## config.mk

```make
export PLATFORM = sky130hd
export DESIGN_NAME = seg7_rx_acc
export DESIGN_NICKNAME = d
export VERILOG_FILES = /design/src/rtl/seg7_pkg.sv /design/src/rtl/seg7_rx_acc_filter.sv /design/src/rtl/seg7_rx_acc.sv
export SDC_FILE = /design/constraint.sdc
export NUM_CORES = 1
export LEC_CHECK = 0
export CORE_MARGIN = 4
export CORE_UTILIZATION = 59
export CTS_CLUSTER_SIZE = 8
export DETAILED_ROUTE_END_ITERATION = 12
export HOLD_SLACK_MARGIN = 0.05
export PLACE_DENSITY_LB_ADDON = 0.12
export SKIP_CTS_REPAIR_TIMING = 1
export SLEW_MARGIN = 25
export SYNTH_ARGS = -nofsm -noshare
export SYNTH_HDL_FRONTEND = slang
export SYNTH_SLANG_ARGS = --single-unit
```

## constraint.sdc

```tcl
create_clock -name clk_2 -period 4.1 [get_ports clk_2]
set_clock_uncertainty 0.1 [all_clocks]
set_input_delay 1.025 -clock clk_2 [delete_from_list [all_inputs] [get_ports clk_2]]
set_output_delay 1.025 -clock clk_2 [all_outputs]
set_load 0.1 [all_outputs]
```

## src/rtl/seg7_pkg.sv

```systemverilog
// seg7_pkg: segment patterns, FSM states and the code decoder shared by the seg7 receiver
package seg7_pkg;
  localparam logic [7:0] SEG_BLANK = 8'h00;
  localparam int SIGN_BIT = 7;
  localparam logic [6:0] SEG_0 = 7'h3F;
  localparam logic [6:0] SEG_1 = 7'h06;
  localparam logic [6:0] SEG_2 = 7'h5B;
  localparam logic [6:0] SEG_3 = 7'h4F;
  localparam logic [6:0] SEG_4 = 7'h66;
  localparam logic [6:0] SEG_5 = 7'h6D;
  localparam logic [6:0] SEG_6 = 7'h7D;
  localparam logic [6:0] SEG_7 = 7'h07;
  typedef enum logic [1:0] {IDLE = 2'd0, MUL = 2'd1, DONE = 2'd2} state_e;
  typedef struct packed {
    logic       legal;
    logic       blank;
    logic [3:0] value;
  } dec_t;
  function automatic dec_t seg7_decode(input logic [7:0] code);
    dec_t r;
    logic [2:0] mag;
    r.legal = 1'b1;
    r.blank = code[6:0] == SEG_BLANK[6:0];
    mag = 3'd0;
    case (code[6:0])
      SEG_0: mag = 3'd0;
      SEG_1: mag = 3'd1;
      SEG_2: mag = 3'd2;
      SEG_3: mag = 3'd3;
      SEG_4: mag = 3'd4;
      SEG_5: mag = 3'd5;
      SEG_6: mag = 3'd6;
      SEG_7: mag = 3'd7;
      default: r.legal = 1'b0;
    endcase
    // a set sign bit on the zero pattern still yields 0
    r.value = code[SIGN_BIT] ? 4'(-{1'b0, mag}) : {1'b0, mag};
    return r;
  endfunction
endpackage

```

## src/rtl/seg7_rx_acc_filter.sv

```systemverilog
// seg7_stable_filter: tracks how long the raw segment bus has held its current code
module seg7_stable_filter
  import seg7_pkg::*;
#(
  parameter int STABLE_CYCLES = 4
) (
  input  logic       clk_2,
  input  logic       rst_n,
  input  logic [7:0] seg_in,
  output logic [7:0] stable_code,
  output logic       stable
);
  localparam logic [3:0] LIMIT = 4'(STABLE_CYCLES);
  logic [7:0] held_q, held_d;
  logic [3:0] cnt_q, cnt_d;
  always_comb begin
    held_d = seg_in;
    cnt_d = seg_in != held_q ? 4'd0 : cnt_q == LIMIT ? cnt_q : cnt_q + 4'd1;
  end
  always_ff @(posedge clk_2 or negedge rst_n) begin
    if (!rst_n) begin
      held_q <= SEG_BLANK;
      cnt_q <= 4'd0;
    end else begin
      held_q <= held_d;
      cnt_q <= cnt_d;
    end
  end
  assign stable_code = held_q;
  assign stable = cnt_q == LIMIT;
endmodule

```

## src/rtl/seg7_rx_acc.sv

```systemverilog
// seg7_rx_acc: recovers signed digits from a debounced 7-segment bus and folds them
// into a saturating accumulator by addition or a 3-cycle shift-add multiply
module seg7_rx_acc
  import seg7_pkg::*;
#(
  parameter int STABLE_CYCLES = 4,
  parameter int ACC_BITS = 8
) (
  input  logic                clk_2,
  input  logic                rst_n,
  input  logic [7:0]          seg_in,
  input  logic                op,
  input  logic                clear,
  output logic [3:0]          digit_out,
  output logic                digit_valid,
  output logic                err,
  output logic [7:0]          err_cnt,
  output logic [ACC_BITS-1:0] acc_out,
  output logic                result_valid,
  output logic                busy,
  output logic [1:0]          state_out
);
  localparam int W = ACC_BITS + 4;
  localparam int PW = ACC_BITS + 3;
  localparam logic signed [W-1:0] ACC_MAX = W'((1 << (ACC_BITS - 1)) - 1);
  localparam logic signed [W-1:0] ACC_MIN = ~ACC_MAX;
  function automatic logic [ACC_BITS-1:0] sat(input logic signed [W-1:0] v);
    return v > ACC_MAX ? ACC_MAX[ACC_BITS-1:0] : v < ACC_MIN ? ACC_MIN[ACC_BITS-1:0] : v[ACC_BITS-1:0];
  endfunction
  state_e state_q, state_d;
  logic [7:0] last_acc_q, last_acc_d, err_cnt_q, err_cnt_d, stable_code;
  logic signed [ACC_BITS-1:0] acc_q, acc_d;
  logic [3:0] digit_q, digit_d;
  logic digit_valid_q, digit_valid_d, err_q, err_d, result_valid_q, result_valid_d;
  logic add_done_q, add_done_d, neg_q, neg_d;
  logic [PW-1:0] mcand_q, mcand_d, prod_q, prod_d;
  logic [2:0] mplier_q, mplier_d, d_mag;
  logic [1:0] step_q, step_d;
  logic stable, accept, take;
  dec_t dec;
  logic signed [3:0] d_val;
  logic signed [W-1:0] sum_w, prod_w;
  logic [ACC_BITS-1:0] acc_mag;
  seg7_stable_filter #(.STABLE_CYCLES(STABLE_CYCLES)) u_filter (
    .clk_2(clk_2),
    .rst_n(rst_n),
    .seg_in(seg_in),
    .stable_code(stable_code),
    .stable(stable)
  );
  assign dec = seg7_decode(stable_code);
  assign d_val = dec.value;
  assign accept = stable && stable_code != last_acc_q && state_q == IDLE && !clear;
  assign take = accept && dec.legal;
  assign sum_w = W'(acc_q) + W'(d_val);
  assign acc_mag = acc_q[ACC_BITS-1] ? -acc_q : acc_q;
  assign d_mag = d_val[3] ? 3'(-d_val) : d_val[2:0];
  assign prod_w = neg_q ? -$signed({1'b0, prod_q}) : $signed({1'b0, prod_q});
  always_comb begin
    state_d = state_q;
    if (clear) state_d = IDLE;
    else if (take && op) state_d = MUL;
    else if (state_q == MUL && step_q == 2'd2) state_d = DONE;
    else if (state_q == DONE) state_d = IDLE;
  end
  always_comb begin
    last_acc_d = clear ? 8'h00 : accept ? stable_code : last_acc_q;
    digit_d = take ? d_val : digit_q;
    digit_valid_d = take;
    err_d = accept && !dec.legal && !dec.blank;
    err_cnt_d = clear ? 8'd0 : err_d && err_cnt_q != 8'hFF ? err_cnt_q + 8'd1 : err_cnt_q;
    add_done_d = take && !op;
    result_valid_d = add_done_q || (state_q == DONE && !clear);
    acc_d = clear ? '0 : add_done_d ? sat(sum_w) : state_q == DONE ? sat(prod_w) : acc_q;
    neg_d = take ? acc_q[ACC_BITS-1] ^ d_val[3] : neg_q;
    mcand_d = take ? PW'(acc_mag) : state_q == MUL ? mcand_q << 1 : mcand_q;
    mplier_d = take ? d_mag : state_q == MUL ? mplier_q >> 1 : mplier_q;
    prod_d = take ? '0 : state_q == MUL && mplier_q[0] ? prod_q + mcand_q : prod_q;
    step_d = take ? 2'd0 : state_q == MUL ? step_q + 2'd1 : step_q;
  end
  always_ff @(posedge clk_2 or negedge rst_n) begin
    if (!rst_n) begin
      state_q <= IDLE;
      last_acc_q <= SEG_BLANK;
      acc_q <= '0;
      digit_q <= 4'd0;
      digit_valid_q <= 1'b0;
      err_q <= 1'b0;
      err_cnt_q <= 8'd0;
      add_done_q <= 1'b0;
      result_valid_q <= 1'b0;
      neg_q <= 1'b0;
      mcand_q <= '0;
      mplier_q <= 3'd0;
      prod_q <= '0;
      step_q <= 2'd0;
    end else begin
      state_q <= state_d;
      last_acc_q <= last_acc_d;
      acc_q <= acc_d;
      digit_q <= digit_d;
      digit_valid_q <= digit_valid_d;
      err_q <= err_d;
      err_cnt_q <= err_cnt_d;
      add_done_q <= add_done_d;
      result_valid_q <= result_valid_d;
      neg_q <= neg_d;
      mcand_q <= mcand_d;
      mplier_q <= mplier_d;
      prod_q <= prod_d;
      step_q <= step_d;
    end
  end
  always_comb begin
    busy = state_q == MUL;
    state_out = state_q;
  end
  assign digit_out = digit_q;
  assign digit_valid = digit_valid_q;
  assign err = err_q;
  assign err_cnt = err_cnt_q;
  assign acc_out = acc_q;
  assign result_valid = result_valid_q;
endmodule

```

==> results of run 1 <==
-- path summary, 6_finish.rpt --
kind                                           end                     from
min                                   result_valid               add_done_q
min in group asynchronous            last_acc_q[0]                    rst_n
max in group asynchronous  u_filter.stable_code[2]                    rst_n
max                                     acc_out[6]  u_filter.stable_code[1]
min reg2reg                           result_valid               add_done_q
max reg2reg                             acc_out[6]  u_filter.stable_code[1]
-- power groups by stage --
stage	combinational (uW)	sequential (uW)	clock, uW
2_1_floorplan	52.4	751	0
3_3_place_gp	81.5	759	0
3_5_place_dp	82.4	759	0
4_1_cts	83.2	745	529
5_1_grt	91.1	747	571
6_report	82.7	745	523
-- synth_stat cells (all sizes together), types with 7 or more instances --
cell | number | share of area (%)
a21oi | 23 | 2.4
a22o | 8 | 1.5
inv | 20 | 1.6
nand3 | 22 | 2.4
nor2b | 8 | 1.1
xor2 | 26 | 4.8
nor4 | 11 | 1.6
nor3 | 14 | 1.7
xnor2 | 19 | 3.5
a31oi | 10 | 1.3
nor2 | 47 | 3.7
a211oi | 7 | 1.1
buf | 14 | 2.0
clkbuf | 9 | 0.71
nand2 | 62 | 4.9
mux2i | 8 | 1.7
o21ai | 36 | 3.9
nand2b | 11 | 1.5
dfrtp | 74 | 39
ha | 25 | 6.6
-- final cells by class --
class                      instances  area (um^2)
clock buffer                       9          124
timing repair buffer              48          445
multi-input combinational        406         2690
fill                             639         2390
clock inverter                     7         52.6
tap                              102          128
sequential                        74         1860
inverter                          21         78.8
-- per-layer routing --
layer	share of wire, %	up-vias
li1	-	1935
met1	48	1908
met2	44	123
met3	5.1	22
met4	2.0	0
met5	0	-
-- critical path: cells and delay by family (launching register included) --
kind	cells	cell delay, ns
DFF	1	0.47
adders and majority gates	2	0.65
AOI/OAI and AO/OA	7	1.36
and+or+nand+nor	2	0.59
xor gates and xnor gates	1	0.11
muxes	1	0.15
buffers and inverters	2	0.27
-- state kept, by name (all words and copies together), names as in the netlist, 2 cells and up --
signal / cells
mcand_q: 11
prod_q: 11
acc_out: 8
err_cnt: 8
last_acc_q: 8
u_filter.stable_code: 8
digit_out: 4
u_filter.cnt_q: 4
mplier_q: 3
state_out: 2
step_q: 2
-- cells by family after synthesis --
family,Yosys count
xor+xnor,45
simple gates,203
compound gates,121
mux,10
buf+inv,44
fa+ha+maj,27
flops,74
-- stage by stage --
step	utilization (%)	power (uW)	setup slack (ns)	hold slack, ns	cells
after floorplan	-	803	0.363	0.317	524
after global placement	66.8	840	0.412	0.351	651
after detailed placement	66.8	842	0.245	0.349	651
after CTS	69.1	1360	0.199	0.373	667
after global routing	69.2	1410	0.00400	0.390	667
final	69.2	1350	0.269	0.367	667
==> impl_metrics.env, run 1 <==
export IMPL_outcome="finished clean"
export IMPL_busiest_layer="met1"
export IMPL_power_switching_uw=362
export IMPL_combPwrFrac_pct=6.1
export IMPL_sw_frac_of_total_pct=26.8
export IMPL_synth_fp_nets=563
export IMPL_cp_end_kind="flip-flop"
export IMPL_wl_per_cell_um=16.6
export IMPL_num_vias=3988
export IMPL_p_int_uw=990
export IMPL_cts_sinks=74
export IMPL_antenna_found_initial=0
export IMPL_required_ns=4.24
export IMPL_tightest_slew_ns=0.981
export IMPL_rsz0062_at_grt="no"
export IMPL_synth_main_ff_cell="dfrtp_1"
export IMPL_hpwl_mm=7.94
export IMPL_synth_xor_area_share_pct=8.31
export IMPL_grt_pass1_wl_mm=19.0
export IMPL_clock_latency_ns=0.36
export IMPL_grt_max_degree=75
export IMPL_yosysSeqAreaShare_pct=39.0
export IMPL_synth_simple_area_share_pct=21.3
export IMPL_cts_tree="yes"
export IMPL_fin_crit_ns=3.83
export IMPL_drt_iter0_markers=272
export IMPL_ctsRootBufferMaster="clkbuf_8"
export IMPL_postPlaceCellArea_mm2=0.00519
export IMPL_avgSynthCellArea_um2=9.05
export IMPL_rows=32
export IMPL_pwr_share_seq_pct=55.2
export IMPL_critical_path_class="flip-flop to flip-flop"
export IMPL_gp_congestion=0.927
export IMPL_nets=599
export IMPL_holdPathStages=1
export IMPL_wirelength_mm=11.1
export IMPL_io_buffers=37
export IMPL_clockPowerShare_pct=38.7
export IMPL_synth_cells=524
export IMPL_ant_nets=0
export IMPL_final_cell_mix="71 x dfrtp_1, 62 x nand2_1, 47 x nor2_1"
export IMPL_power_density_mw_per_mm2=252
export IMPL_start_util_pct=61.1
export IMPL_hold_viol_final=0
export IMPL_htreeDepth=3
export IMPL_r2r_setup_slack_ns=0.27
export IMPL_cp_max_fo=7
export IMPL_synthToLayoutAreaGrowth_pct=13.3
export IMPL_synth_fa_ha_area_share_pct=7.44
export IMPL_netlist_area_mm2=0.00474
export IMPL_path_cells="buf_4, xnor2_1, o21ai_0, nand2_1, ha_1, a21oi_1, inv_1, ha_1, a211oi_1, o21ai_1, a31o_2, mux2i_1, or3_1, a21oi_1, o31ai_1"
export IMPL_numCtsBuffers=9
export IMPL_async_reset_ff_share_pct=100
export IMPL_clockBufferDepth=2
export IMPL_grt_pass1_vias=3796
export IMPL_max_freq_ghz=0.261
export IMPL_firstDrtPassIters=5
export IMPL_grt_ovfl_total=0
export IMPL_synth_edff_count=0
export IMPL_die_h_um=97.7
export IMPL_drive_gt1_share_pct=9.20
export IMPL_avgViaCountPerCell=5.98
export IMPL_die_width_um=97.7
export IMPL_route_detailed_drc=0
export IMPL_met1_usage_pct=36.6
export IMPL_num_antenna_cells=0
export IMPL_r2r_cells=15
export IMPL_post_route_period_util_pct=93.4
export IMPL_setup_viol=0
export IMPL_mostFrequentLayoutCell="dfrtp_1"
export IMPL_yosysUniqueCellTypes=64
export IMPL_synth_seq_cells=74
export IMPL_cp_arrival_ns=3.97
export IMPL_crit_slowest_cell="dfrtp_1"
export IMPL_critPathLaunchType="flip-flop"
export IMPL_min_path_type="flip-flop to flip-flop"
export IMPL_maxCapViolations=0
export IMPL_tns_ns=0
export IMPL_ir_worst_vdd_mv=0.173
export IMPL_globalRouteMet3Util_pct=5.03
export IMPL_synth_top_family_by_area="simple AND/OR/NAND/NOR gates"
export IMPL_grt_use_met2_pct=34.8
export IMPL_maxSlewViolCount=0
export IMPL_core_area_mm2=0.00777
export IMPL_max_stage_delay_ns=0.47
export IMPL_relSlewSlack_pct=34.4
export IMPL_grt_use_total_pct=24.2
export IMPL_synth_compound_area_share_pct=17.4
export IMPL_synthMuxAreaShare_pct=2.16
export IMPL_clk_pin_slew_ns=0.08
export IMPL_yosys_warnings=0
export IMPL_final_area_mm2=0.00537
export IMPL_p_leak_uw=0.00239
export IMPL_die_area_mm2=0.00954
export IMPL_io_pins=38
(Power assumes the default switching activity.)
==> run 2: changes to the inputs <==
--- a/config.mk
+++ b/config.mk
@@ -5,6 +5,7 @@
 export SDC_FILE = /design/constraint.sdc
 export NUM_CORES = 1
 export LEC_CHECK = 0
+export CAP_MARGIN = 20
 export CORE_MARGIN = 4
 export CORE_UTILIZATION = 59
 export CTS_CLUSTER_SIZE = 8
==> results of run 2 <==
The final DEF is identical to that of run 1; final timing and power are the same.
==> run 3: changes to the inputs <==
--- a/config.mk
+++ b/config.mk
@@ -5,6 +5,7 @@
 export SDC_FILE = /design/constraint.sdc
 export NUM_CORES = 1
 export LEC_CHECK = 0
+export ABC_CLOCK_PERIOD_IN_PS = 4100
 export CAP_MARGIN = 20
 export CORE_MARGIN = 4
 export CORE_UTILIZATION = 59
==> results of run 3 <==
The final DEF is identical to that of run 1; final timing and power are the same.
